--- src/rtl/uart_bridge_pkg.sv ---
// Shared types and constants for the UART pin bridge.
package uart_bridge_pkg;

    typedef enum logic [1:0] {
        IDLE    = 2'd0,
        WR_DATA = 2'd1,
        RD_SEND = 2'd2,
        REPLY   = 2'd3
    } state_t;

    localparam logic [7:0] ACK        = 8'h06;
    localparam logic [7:0] NAK        = 8'h15;
    localparam int         CMD_WR_BIT = 7;

    // Number of bytes that make up one port.
    function automatic int port_bytes(input int port_w);
        return port_w / 8;
    endfunction

    // Width of the port index; never less than one bit.
    function automatic int idx_width(input int num_ports);
        return (num_ports > 1) ? $clog2(num_ports) : 1;
    endfunction

endpackage

--- src/rtl/uart_pin_bridge_pin_sync.sv ---
// Two-flop synchroniser for a bus of asynchronous inputs.
module pin_sync #(
    parameter int W = 8
) (
    input  logic         clk,
    input  logic         rst_n,
    input  logic [W-1:0] d,
    output logic [W-1:0] q
);

    logic [W-1:0] meta_r;

    // Two register stages give metastability time to resolve.
    always_ff @(posedge clk) begin
        if (!rst_n) begin
            meta_r <= {W{1'b0}};
            q      <= {W{1'b0}};
        end else begin
            meta_r <= d;
            q      <= meta_r;
        end
    end

endmodule

--- src/rtl/uart_pin_bridge.sv ---
// UART command decoder giving a host read/write access to a bank of ports.
// Command byte: bit7 = write, bits[6:0] = port index. Data is LSB first.
module uart_pin_bridge
    import uart_bridge_pkg::*;
#(
    parameter int NUM_PORTS = 8,
    parameter int PORT_W    = 8,
    parameter int TIMEOUT   = 5000000
) (
    input  logic                        sys_clk,
    input  logic                        sys_rst_n,
    input  logic                        rx_valid,
    input  logic [7:0]                  rx_data,
    output logic [7:0]                  tx_data,
    output logic                        tx_valid,
    input  logic                        tx_ready,
    input  logic [NUM_PORTS*PORT_W-1:0] in_pins,
    output logic [NUM_PORTS*PORT_W-1:0] out_pins,
    output logic [NUM_PORTS-1:0]        out_strobe,
    output logic                        overrun
);

    localparam int PORT_BYTES = port_bytes(PORT_W);
    localparam int IDX_W      = idx_width(NUM_PORTS);
    localparam int BUS_W      = NUM_PORTS * PORT_W;
    localparam int TMO_W      = $clog2(TIMEOUT + 1);

    localparam logic [2:0]       LAST_CNT = 3'(PORT_BYTES);
    localparam logic [2:0]       LAST_RD  = 3'(PORT_BYTES - 1);
    localparam logic [TMO_W-1:0] TMO_MAX  = TMO_W'(TIMEOUT - 1);
    localparam logic [7:0]       NUM_C    = 8'(NUM_PORTS);

    logic [BUS_W-1:0]  sync_pins_s;
    logic [PORT_W-1:0] in_ports_s  [NUM_PORTS];
    logic [PORT_W-1:0] out_ports_r [NUM_PORTS];

    state_t            state_r;
    logic [IDX_W-1:0]  idx_r;
    logic              idx_ok_r;
    logic [PORT_W-1:0] shadow_r;
    logic [PORT_W-1:0] snap_r;
    logic [2:0]        byte_cnt_r;
    logic [TMO_W-1:0]  tmo_r;

    logic [IDX_W-1:0]  rx_idx_s;
    logic              rx_idx_ok_s;
    logic [PORT_W-1:0] rx_ext_s;
    logic [PORT_W-1:0] shadow_next_s;
    logic [PORT_W-1:0] snap_next_s;
    logic              tx_fire_s;

    pin_sync #(.W(BUS_W)) u_pin_sync (
        .clk   (sys_clk),
        .rst_n (sys_rst_n),
        .d     (in_pins),
        .q     (sync_pins_s)
    );

    for (genvar k = 0; k < NUM_PORTS; k++) begin : g_ports
        assign in_ports_s[k]                  = sync_pins_s[k*PORT_W +: PORT_W];
        assign out_pins[k*PORT_W +: PORT_W]   = out_ports_r[k];
    end

    assign rx_idx_s      = rx_data[IDX_W-1:0];
    assign rx_idx_ok_s   = ({1'b0, rx_data[6:0]} < NUM_C);
    assign rx_ext_s      = PORT_W'(rx_data);
    // New bytes enter at the top so the first byte ends up least significant.
    assign shadow_next_s = (shadow_r >> 8) | (rx_ext_s << (PORT_W - 8));
    assign snap_next_s   = snap_r >> 8;
    assign tx_fire_s     = tx_valid & tx_ready;

    // Command FSM: decode, collect write data, stream read data, send replies.
    always_ff @(posedge sys_clk) begin
        if (!sys_rst_n) begin
            state_r    <= IDLE;
            idx_r      <= {IDX_W{1'b0}};
            idx_ok_r   <= 1'b0;
            shadow_r   <= {PORT_W{1'b0}};
            snap_r     <= {PORT_W{1'b0}};
            byte_cnt_r <= 3'd0;
            tmo_r      <= {TMO_W{1'b0}};
            tx_data    <= 8'h00;
            tx_valid   <= 1'b0;
            overrun    <= 1'b0;
            out_strobe <= {NUM_PORTS{1'b0}};
            for (int k = 0; k < NUM_PORTS; k++) begin
                out_ports_r[k] <= {PORT_W{1'b0}};
            end
        end else begin
            out_strobe <= {NUM_PORTS{1'b0}};
            case (state_r)
                IDLE: begin
                    tmo_r <= {TMO_W{1'b0}};
                    if (rx_valid) begin
                        idx_r      <= rx_idx_s;
                        idx_ok_r   <= rx_idx_ok_s;
                        byte_cnt_r <= 3'd0;
                        if (rx_data[CMD_WR_BIT]) begin
                            state_r <= WR_DATA;
                        end else if (rx_idx_ok_s) begin
                            snap_r   <= in_ports_s[rx_idx_s];
                            tx_data  <= in_ports_s[rx_idx_s][7:0];
                            tx_valid <= 1'b1;
                            state_r  <= RD_SEND;
                        end else begin
                            tx_data  <= NAK;
                            tx_valid <= 1'b1;
                            state_r  <= REPLY;
                        end
                    end
                end
                WR_DATA: begin
                    if (byte_cnt_r == LAST_CNT) begin
                        // Commit cycle: whole port updates at once.
                        tmo_r <= {TMO_W{1'b0}};
                        if (rx_valid) begin
                            overrun <= 1'b1;
                        end
                        if (idx_ok_r) begin
                            out_ports_r[idx_r] <= shadow_r;
                            out_strobe         <= NUM_PORTS'(1'b1) << idx_r;
                            tx_data            <= ACK;
                        end else begin
                            tx_data <= NAK;
                        end
                        tx_valid <= 1'b1;
                        state_r  <= REPLY;
                    end else if (rx_valid) begin
                        shadow_r   <= shadow_next_s;
                        byte_cnt_r <= byte_cnt_r + 3'd1;
                        tmo_r      <= {TMO_W{1'b0}};
                    end else if (tmo_r == TMO_MAX) begin
                        tmo_r   <= {TMO_W{1'b0}};
                        state_r <= IDLE;
                    end else begin
                        tmo_r <= tmo_r + {{(TMO_W-1){1'b0}}, 1'b1};
                    end
                end
                RD_SEND: begin
                    if (rx_valid) begin
                        overrun <= 1'b1;
                    end
                    if (tx_fire_s) begin
                        if (byte_cnt_r == LAST_RD) begin
                            tx_valid <= 1'b0;
                            state_r  <= IDLE;
                        end else begin
                            snap_r     <= snap_next_s;
                            tx_data    <= snap_next_s[7:0];
                            byte_cnt_r <= byte_cnt_r + 3'd1;
                        end
                    end
                end
                REPLY: begin
                    if (rx_valid) begin
                        overrun <= 1'b1;
                    end
                    if (tx_fire_s) begin
                        tx_valid <= 1'b0;
                        state_r  <= IDLE;
                    end
                end
                default: begin
                    tx_valid <= 1'b0;
                    state_r  <= IDLE;
                end
            endcase
        end
    end

endmodule

--- config.mk ---
export PLATFORM = sky130hd
export DESIGN_NAME = uart_pin_bridge
export DESIGN_NICKNAME = d
export VERILOG_FILES = /design/src/rtl/uart_bridge_pkg.sv /design/src/rtl/uart_pin_bridge_pin_sync.sv /design/src/rtl/uart_pin_bridge.sv
export SDC_FILE = /design/constraint.sdc
export NUM_CORES = 1
export LEC_CHECK = 0
export ABC_AREA = 1
export BUFFER_PORTS_ARGS = -buffer_cell sky130_fd_sc_hd__buf_2
export CAP_MARGIN = 5
export CORE_MARGIN = 2
export CORE_UTILIZATION = 45
export DETAILED_ROUTE_END_ITERATION = 8
export PLACE_DENSITY = 0.73
export SLEW_MARGIN = 20
export SYNTH_ARGS = -nofsm -noshare
export SYNTH_HDL_FRONTEND = slang
export SYNTH_SLANG_ARGS = --single-unit
--- constraint.sdc ---
create_clock -name sys_clk -period 2.8 [get_ports sys_clk]
set_clock_uncertainty 0.1 [all_clocks]
set_input_delay 0.56 -clock sys_clk [delete_from_list [all_inputs] [get_ports sys_clk]]
set_output_delay 0.56 -clock sys_clk [all_outputs]
set_load 0.01 [all_outputs]
Word level (Yosys, flattened, before mapping):

Memory sizes are Yosys's and may differ from the RTL's.
Cells that the tools add are included.

* output and inout port bits: 82
* ROM bits: 0
* word-level logic and storage cells: 102
* bits of input ports: 76
* bits in registers: 186
* bits in latches: 0
* memories kept: 1
* RAM bits: 64

Memories
* out_ports_r: words 8, bits a word 8, rd ports 8, clocked after memory_dff 0, wr ports 8, RTL line uart_pin_bridge.sv:35 `logic [PORT_W-1:0] out_ports_r [NUM_PORTS];`

* shift-type cells: 1
* bitwise logic cells: 3
* multipliers: 0
* equality and inequality tests: 16
* div/mod/pow operators: 0
* mux-type cells: 50
* $lt $le $gt $ge: 2
* $add $sub $neg: 2
* reduce and logical (&&, ||, !) cells: 15

Operators with widths (number)
* 8-bit 2-to-1 mux: 9
* 23-bit 2-to-1 mux: 3
* 23-bit one-hot mux with 2 select lines: 1
* 8-bit binary-select mux with 3-bit select: 1
* 8-bit one-hot mux with 3 select lines: 1
* 6-bit AND reduction: 4
* 23-bit by 1-bit adder with 23-bit output, second input constant: 1
* 23-bit equality test, second input constant: 1
* 3-bit 2-to-1 mux: 6
* 2-bit inequality test, second input constant: 9
* 1-bit 2-to-1 mux: 16
* 2-bit 2-to-1 mux: 8
* 3-bit one-hot mux with 3 select lines: 1
* 2-bit one-hot mux with 4 select lines: 1
* 8-bit OR reduction: 1
* 1-bit by 3-bit left shift with 8-bit output, first input constant: 1
* 7-bit by 4-bit less-than comparator with 1-bit output, second input constant: 1
* 3-bit inequality test, second input constant: 2
* 5-bit 2-to-1 mux: 1
* 2-bit equality test, second input constant: 2
* 4-bit greater-or-equal comparator, second input constant: 1
* 3-bit NOT with 4-bit output: 1
* 1-bit one-hot mux with 4 select lines: 1
* 2-bit AND reduction: 2
* 13 further kinds: 14

Logic depth before layout (Yosys ltp):

Gate-level depths: netlist of run 1.

* depth in word-level cells: 8
* mapped depth: 12
* gate-level depth less buffers: 12

Hierarchy:

Synthesis of run 1 repeated with hierarchy kept, for this count alone.

* cell total of the unflattened synthesis: 1108
* area total of the unflattened synthesis: 9683.0 µm²

By module, submodules not included
* uart_pin_bridge: area each 6005.8 µm², times used 1, sequential area each 3083.0 µm², cells an instance 710
* pin_sync: area each 3677.3 µm², times used 1, sequential area each 2562.5 µm², cells an instance 398

Worst setup path before layout of run 1:

No wires, ideal clock.

* path type: reg-to-reg
* from: register state_r[1]
* to: memory out_ports_r[0][0] (enable)
* cell stages (with the launch flop): 9
* setup time: 329 ps
* period minus slack after synthesis: 1992 ps
* arrival: 1563 ps
* setup slack: 808 ps
* path through: dfxtp_1 inv_1 ha_1 inv_2 nor2_4 nand3_4 nor2_8 nand3_4 nand2_1

RTL lines
* from (decl): RTL line uart_pin_bridge.sv:37 `state_t state_r;`
* from (signal assigned): RTL line uart_pin_bridge.sv:75 `state_r <= IDLE;`
* from (signal assigned): RTL line uart_pin_bridge.sv:99 `state_r <= WR_DATA;`
* from (signal assigned): RTL line uart_pin_bridge.sv:104 `state_r <= RD_SEND;`
* to (decl): RTL line uart_pin_bridge.sv:35

==> impl_metrics.toml, run 1 <==
[outcome]
outcome = "complete, no violations"

[timing]
period_needed_ps = 2280
finalSetupViolations = 0
rsz0062_at_grt = "false"
final.setup.tns_ps = 0
hold_viol = 0
timing.hold.ws_ps = 125
finalCritPeriodShare = 0.815
slew_violations = 0
tightestPinTransition_ps = 723
slew_headroom = 0.518
clock.fmax_mhz = 438

[pwr]
swShare = 0.266
powerDensity_mw_per_mm2 = 766
clock_power_share = 0.388
p_comb_frac = 0.144
vdd_drop_max_uv = 441
p_seq_frac = 0.468
p_leak_uw = 0.00568
p_sw_uw = 2310
p_int_uw = 6370

[die]
initial_core_util = 0.454
dieWidth_um = 149
io-pin-count = 158
die_area_mm2 = 0.0222
die_h_um = 149
rows = 53
placeableCoreArea_mm2 = 0.0208

[critical_path]
crit_path_top_delay_cell = "dfxtp_1"
reg2reg_slack_ps = 520
crit_arrival_ps = 2350
worstSetupPathType = "reg -> reg"
path_cells = "inv_1 -> ha_1 -> inv_2 -> nor2_4 -> nand3_4 -> nor2_8 -> nand3_4 -> nand2_1"
crit_path_start_kind = "register"
path_max_fanout = 10
r2r_end = "out_ports_r[4][6]$_SDFFCE_PN0P_"
max_stage_delay_ps = 340
r2r_cells = 8
rr_startpoint = "state_r[1]$_SDFFE_PN0P_"
crit_top_cell = "nand3_4"
endpoint_kind = "register"
critPathRequiredTime_ps = 2870
cp-startpoint = "state_r[1]$_SDFFE_PN0P_"
cp-endpoint = "out_ports_r[4][6]$_SDFFCE_PN0P_"

[clock_tree]
cts_root_buf = "clkbuf_16"
postCtsHoldBufs = 0
insertion_delay_ps = 510
path_clk_slew_ps = 60
cts_tree = "done"
postCtsResizedCells = 0
cts_setup_buffers = 0
htree_num_levels = 1
cts_made_buffers = 24
clock-sinks = 250
cts_buffer_depth = 3

[grt]
track_usage = 0.178
grt_first_pass_wirelength_mm = 32.0
first_global_vias = 6656
grt-ovfl-total = 0
grt_max_degree = 167
antenna_found_initial = 0

[final_layout]
area_growth_pct = 20.0
drive_gt1_frac = 0.187
utilization = 0.544
antenna_cells = 0
layout_common_cells = "266 x nand2_1, 188 x inv_1, 186 x dfxtp_1"
n_fill_cell = 1895
final_common_cell = "nand2_1"
fin_nets = 1328

[detailed_routing]
wirelength_mm = 19.9
vias = 7015
avgViaCountPerCell = 4.56
dr.pass1.iters = 5
post_drt_wl_per_cell_um = 12.9
drt_iter0_drc = 544
drc = 0
drtAntennaViolNets = 0

[placement]
dp_hpwl_mm = 14.1
port_buffers = 157
gp_congestion = 0.873

[job]
drv_cap = 0

[yosys]
synth_area_mm2 = 0.00945
ys_seq_area_frac = 0.597
synth_top_flop_cell = "dfxtp_1"
syn_inst = 1091
ys_ff_latch = 250
synth_edf_count = 64
synth.avg_cell_area_um2 = 8.66
synth_nets = 1175
ys_warn_count = 0
synth_cell_types = 37
synthArstFlopShare = 0

[worst_hold_path]
hp-class = "in -> reg"
[per-layer routing]
metal	wire length, um	vias up	part of all wire	GRT usage
li1	-	3640	-	-
met1	8820	3065	0.44	0.236
met2	9100	267	0.46	0.300
met3	1480	43	0.074	0.0294
met4	481	0	0.024	0.0576
met5	0	-	0	0
[power groups by stage]
| stage | registers [uW] | logic, uW | clock network, uW |
|---|---|---|---|
| detailed placement | 4140 | 1240 | 0 |
| floorplan | 4110 | 857 | 0 |
| global placement | 4130 | 1220 | 0 |
| CTS | 4060 | 1250 | 3430 |
| global route | 4080 | 1400 | 3580 |
| finish | 4060 | 1250 | 3370 |
[critical path: cells and delay by family (launching register included)]
kind / cells / cell delay [ps]
buf+inv: 2 / 200
flops: 1 / 340
simple gates: 5 / 980
fa+ha+maj: 1 / 290
[metrics by stage]
step	cells	cell area, um2	total power [uW]	setup slack (ps)
floorplan	1091	9450	4960	808
global placement	1493	10500	5350	649
CTS	1537	11300	8740	508
global route	1537	11300	9070	356
finish	1537	11300	8680	518
detailed placement	1493	10500	5380	529
[flip-flops by register name, summed over array words and instances, names as in the netlist]
name	flops
byte_cnt_r	3
idx_ok_r	1
idx_r	3
out_ports_r	64
out_strobe	8
overrun	1
shadow_r	8
state_r	2
tmo_r	23
tx_data	8
tx_valid	1
u_pin_sync.meta_r	64
u_pin_sync.q	64
[cells in the mapped netlist, types with 9 or more instances]
cell	count	share of area
nand2_1	266	0.11
inv_1	188	0.075
dfxtp_1	186	0.39
nor2_1	141	0.056
edfxtp_1	64	0.20
o21ai_0	47	0.025
nand3_1	41	0.022
a21oi_1	32	0.017
clkbuf_1	20	0.0079
buf_2	10	0.0053
nand3_4	9	0.017
[cell type report]
| class | instances | area, um2 | area share |
|---|---|---|---|
| clock buffers | 36 | 729 | 0.0643 |
| multi-input cells | 607 | 2900 | 0.256 |
| well taps | 275 | 344 | 0.0304 |
| flip-flops and latches | 250 | 5650 | 0.498 |
| repair buffers | 160 | 836 | 0.0737 |
| clock inverters | 8 | 115 | 0.0102 |
| inverters | 201 | 762 | 0.0672 |
[worst min-delay path by stage]
stage / startpoint / to / slack, ps / depth (start not counted)
2_1_floorplan: u_pin_sync.meta_r[0]$_SDFF_PN0_ / u_pin_sync.q[0]$_SDFF_PN0_ / 290 / 2
3_3_place_gp: u_pin_sync.meta_r[8]$_SDFF_PN0_ / u_pin_sync.q[8]$_SDFF_PN0_ / 300 / 2
3_5_place_dp: u_pin_sync.meta_r[19]$_SDFF_PN0_ / u_pin_sync.q[19]$_SDFF_PN0_ / 300 / 2
4_1_cts: in_pins[28] / u_pin_sync.meta_r[28]$_SDFF_PN0_ / 110 / 3
5_1_grt: in_pins[12] / u_pin_sync.meta_r[12]$_SDFF_PN0_ / 120 / 3
6_report: in_pins[26] / u_pin_sync.meta_r[26]$_SDFF_PN0_ / 120 / 3
[logic make-up (layout without fill, tap and decap cells)]
group,after synthesis,after routing,share of synthesized area
XOR/XNOR,10,10,0.00927
AO/OA/AOI/OAI,99,99,0.0567
buffers and inverters,234,405,0.0952
adder cells (fa/ha/maj),8,8,0.0106
flip-flops,250,250,0.597
AND/OR/NAND/NOR,490,490,0.231
(Power assumes the default switching activity.)
==> inputs of run 2 (changes only) <==
Clock period 2.8 ns to 2.1 ns, I/O delays scaled along.
==> impl_metrics.toml, run 2 (synthesis results as in run 1) <==
[timing]
setup_slack_ps = 180
slew_headroom = 0.698
slew_violations = 0
hold_viol = 0
tightestPinTransition_ps = 452
finalSetupViolations = 0
finalCritPeriodShare = 0.914
period_needed_ps = 1920
final.setup.tns_ps = 0
rsz0062_at_grt = "false"
clock.fmax_mhz = 521

[clock_tree]
path_clk_slew_ps = 60
cts_buffer_depth = 3
cts_tree = "done"
cts_root_buf = "clkbuf_16"
clock-sinks = 250
cts_made_buffers = 25
insertion_delay_ps = 520
htree_num_levels = 1

[detailed_routing]
wirelength_mm = 20.9
routed.top_layer = "met4"
drc = 0
avgViaCountPerCell = 4.58
wl_met2_mm = 9.95
routed-wl-met3_mm = 1.33
drtAntennaViolNets = 0
drt-met1-wl_mm = 9.19
post_drt_wl_per_cell_um = 12.9
drt_iter0_drc = 321
dr.pass1.iters = 4
vias = 7381

[pwr]
clock_power_share = 0.384
vdd_drop_max_uv = 540
powerDensity_mw_per_mm2 = 965
p_leak_uw = 0.00600
p_seq_frac = 0.462
p_sw_uw = 3180
p_comb_frac = 0.155
swShare = 0.273
p_int_uw = 8470

[critical_path]
worstSetupPathType = "reg -> reg"
path_max_fanout = 8
r2r_end = "tx_data[5]$_SDFFE_PN0P_"
critPathRequiredTime_ps = 2440
reg2reg_slack_ps = 180
r2r_cells = 10
endpoint_kind = "register"
crit_arrival_ps = 2260
crit_path_start_kind = "register"
rr_startpoint = "state_r[1]$_SDFFE_PN0P_"

[die]
die_h_um = 149
io-pin-count = 158
initial_core_util = 0.454
die_area_mm2 = 0.0222
dieWidth_um = 149
rows = 53
placeableCoreArea_mm2 = 0.0208

[final_layout]
multi_input_area_mm2 = 0.00292
area_growth_pct = 27.7
n_fill_cell = 1809
final-seq-area_mm2 = 0.00565
fin_cells = 1613
fin_nets = 1404
antenna_cells = 0
reg.largest.list = "out_ports_r: 64 flops, u_pin_sync.meta_r: 64 flops, u_pin_sync.q: 64 flops"
layout_common_cells = "258 x nand2_1, 187 x inv_1, 186 x dfxtp_1"
final_common_cell = "nand2_1"
drive_gt1_frac = 0.199

[worst_hold_path]
min_from = "in_pins[32]"
hold_depth = 3
hold_end = "u_pin_sync.meta_r[32]$_SDFF_PN0_"
hp-class = "in -> reg"

[placement]
port_buffers = 157
dp_hpwl_mm = 14.1
place_ws_ps = 121
gp_congestion = 0.883
dp_cells = 1511

[grt]
grt_max_degree = 100
first_global_vias = 7087
track_usage = 0.189
antenna_found_initial = 0
grt-ovfl-total = 0
grt_first_pass_wirelength_mm = 33.9

[outcome]
outcome = "complete, no violations"

[job]
drv_cap = 0
## run 2: worst max-delay path by stage
stage | startpoint | endpoint | slack (ps) | cells past startpoint
6_report | state_r[1]$_SDFFE_PN0P_ | tx_data[5]$_SDFFE_PN0P_ | 180 | 10
5_1_grt | state_r[0]$_SDFFE_PN0P_ | tx_data[5]$_SDFFE_PN0P_ | 1 | 9
4_1_cts | state_r[1]$_SDFFE_PN0P_ | out_ports_r[1][5]$_SDFFCE_PN0P_ | 90 | 8
3_5_place_dp | state_r[1]$_SDFFE_PN0P_ | out_ports_r[1][3]$_SDFFCE_PN0P_ | 120 | 8
3_3_place_gp | state_r[1]$_SDFFE_PN0P_ | out_ports_r[6][0]$_SDFFCE_PN0P_ | 180 | 8
2_1_floorplan | state_r[1]$_SDFFE_PN0P_ | out_ports_r[0][0]$_SDFFCE_PN0P_ | 110 | 8
## run 2: cell type report
type,instances,share of cell area
clock buffers,36,0.0628
well taps,275,0.0285
multi-input cells,607,0.242
flip-flops and latches,250,0.468
clock inverters,9,0.00767
inverters,201,0.0631
repair buffers,235,0.128
## run 2: metal layers
metal / vias to the layer above / track usage
li1: 3799 / -
met1: 3308 / 0.245
met2: 242 / 0.326
met3: 32 / 0.0306
met4: 0 / 0.0590
met5: - / 0
## run 2: stage by stage
step | area (um2) | hold slack (ps) | util | total power (uW)
6_report | 12100 | 16.1 | 0.580 | 11600
5_1_grt | 12100 | 8.86 | 0.580 | 12200
4_1_cts | 12000 | 1.62 | 0.579 | 11700
3_5_place_dp | 10600 | 296 | 0.510 | 7190
3_3_place_gp | 10600 | 296 | 0.510 | 7150
2_1_floorplan | 9450 | 290 | - | 6620
## run 2: power groups by stage
stage	logic (uW)	registers, uW	clock network [uW]
5_1_grt	2020	5400	4770
3_5_place_dp	1710	5480	0
4_1_cts	1800	5380	4560
3_3_place_gp	1680	5470	0
2_1_floorplan	1140	5480	0
6_report	1800	5380	4470
## run 2: timing repair
action                                  CTS  global route
hold endpoints to repair                 57             0
endpoints found under the setup margin    0            61
setup buffers                             0             0
resized for setup                         0             9
hold buffers                             57             0
## run 2: critical path: stages (launching register included)
cell and delay, ps:
dfxtp_1 380, inv_1 80, ha_1 210, buf_4 170, nand2_2 120, nand2_1 80
nor2_1 130, nand2_2 150, nor3_4 200, nand2_1 80, a21oi_1 130
==> inputs of run 3 (changes only) <==
Settings changed: BUFFER_PORTS_ARGS -buffer_cell sky130_fd_sc_hd__buf_2 to not set, DONT_BUFFER_PORTS set to 1, PLACE_DENSITY 0.73 to 0.67.
==> impl_metrics.toml, run 3 (synthesis results as in run 1) <==
[placement]
placed_area_mm2 = 0.00975
port_buffers = 0
gp_congestion = 0.844
dp_hpwl_mm = 13.6
place_ws_ps = 86.3

[critical_path]
path_cells = "inv_1 -> ha_1 -> inv_2 -> nor2_4 -> nand3_4 -> nor2_8 -> nand3_4 -> nand2_1"
r2r_cells = 8
crit_arrival_ps = 2080
critPathRequiredTime_ps = 2190
worst-path-stages = 8
crit_path_start_kind = "register"
crit_path_top_delay_cell = "dfxtp_2"
max_stage_delay_ps = 340
crit_top_cell = "nand3_4"
cp_num_buf_inv = 2
rr_startpoint = "state_r[1]$_SDFFE_PN0P_"
cp-startpoint = "state_r[1]$_SDFFE_PN0P_"
path_max_fanout = 8
crit_family = "simple AND/OR/NAND/NOR gates"
r2r_end = "out_ports_r[5][4]$_SDFFCE_PN0P_"
worstSetupPathType = "reg -> reg"
endpoint_kind = "register"
reg2reg_slack_ps = 110

[die]
die_area_mm2 = 0.0222
placeableCoreArea_mm2 = 0.0208
initial_core_util = 0.454
dieWidth_um = 149
rows = 53
die_h_um = 149
io-pin-count = 158

[timing]
slew_headroom = 0.671
tightestPinTransition_ps = 493
clock.fmax_mhz = 502
period_needed_ps = 1990
final.setup.tns_ps = 0
slew_violations = 0
finalSetupViolations = 0
setup_slack_ps = 110
hold_viol = 0
finalCritPeriodShare = 0.948

[pwr]
p_total_uw = 11900
p_leak_uw = 0.00552
powerDensity_mw_per_mm2 = 995
vdd_drop_max_uv = 830

[detailed_routing]
vias = 7306
post_drt_wl_per_cell_um = 15.4
wl_met2_mm = 11.8
routed-wl-met3_mm = 1.46
dr.pass1.iters = 7
drtAntennaViolNets = 0
wirelength_mm = 23.4
drt-met1-wl_mm = 9.56
avgViaCountPerCell = 4.80
routed.top_layer = "met4"
drc = 0
drt_iter0_drc = 405

[clock_tree]
clock-sinks = 250
insertion_delay_ps = 520
htree_num_levels = 1
path_clk_slew_ps = 60
cts_made_buffers = 26
cts_root_buf = "clkbuf_16"
cts_tree = "done"
cts_buffer_depth = 3

[job]
drv_cap = 0

[final_layout]
antenna_cells = 0
final_area_mm2 = 0.0120
fin_nets = 1314
n_fill_cell = 1800
drive_gt1_frac = 0.0761
final_common_cell = "nand2_1"
area_growth_pct = 26.7
reg.largest.list = "out_ports_r: 64 flops, u_pin_sync.meta_r: 64 flops, u_pin_sync.q: 64 flops"
layout_common_cells = "265 x nand2_1, 188 x inv_1, 185 x dfxtp_1"

[worst_hold_path]
hold_depth = 2
hp-class = "in -> reg"
min_from = "rx_data[4]"
hold_end = "shadow_r[4]$_SDFFE_PN0P_"

[grt]
grt_first_pass_wirelength_mm = 36.6
grt-ovfl-total = 0
track_usage = 0.209
antenna_found_initial = 0
first_global_vias = 7167
grt_max_degree = 93

[outcome]
outcome = "complete, no violations"
## run 3: worst reg2reg max path, delay by kind of cell (launching register included)
kind | cells | cell delay [ps]
fa+ha+maj | 1 | 180
buf+inv | 2 | 170
flops | 1 | 340
simple gates | 5 | 880
## run 3: repair_timing
item | 4_1_cts | 5_1_grt
setup buffers | 0 | 2
hold buffers | 129 | 0
hold endpoints to repair | 155 | 0
gates resized for setup | 0 | 4
setup endpoints to repair | 0 | 56
## run 3: cell type report
| type | count | area, um2 | share of cell area |
|---|---|---|---|
| timing repair buffer | 144 | 1420 | 0.119 |
| sequential | 250 | 5650 | 0.471 |
| clock buffer | 36 | 739 | 0.0617 |
| clock inverter | 10 | 154 | 0.0128 |
| multi-input combinational | 607 | 2910 | 0.243 |
| inverter | 201 | 762 | 0.0636 |
| tap | 275 | 344 | 0.0287 |
## run 3: how the worst max path moves through the flow
stage | endpoint | slack [ps]
after floorplan | out_ports_r[0][0]$_SDFFCE_PN0P_ | 110
after global placement | out_ports_r[5][0]$_SDFFCE_PN0P_ | 170
after detailed placement | out_ports_r[3][0]$_SDFFCE_PN0P_ | 90
after CTS | out_ports_r[3][4]$_SDFFCE_PN0P_ | 70
after global routing | tx_data[6]$_SDFFE_PN0P_ | -10
final | out_ports_r[5][4]$_SDFFCE_PN0P_ | 110
## run 3: report_power, final
| group | internal [uW] | switching, uW | total (uW) | leakage (uW) |
|---|---|---|---|---|
| clock | 2940 | 1810 | 4740 | 0.000432 |
| sequential | 5230 | 210 | 5440 | 0.00219 |
| combinational | 600 | 1130 | 1730 | 0.00289 |
| total | 8770 | 3150 | 11900 | 0.00552 |
## run 3: metal layers
layer	GRT usage	vias up
met5	0	-
met4	0.0595	0
met3	0.0398	45
met2	0.384	225
met1	0.249	3415
li1	-	3621
## run 3: per-stage QoR
stage / util / instances / hold slack (ps)
finish: 0.575 / 1523 / 16.5
global route: 0.575 / 1523 / 28.5
CTS: 0.574 / 1521 / 3.21
detailed placement: 0.468 / 1346 / 295
global placement: 0.468 / 1346 / 295
floorplan: - / 1091 / 290
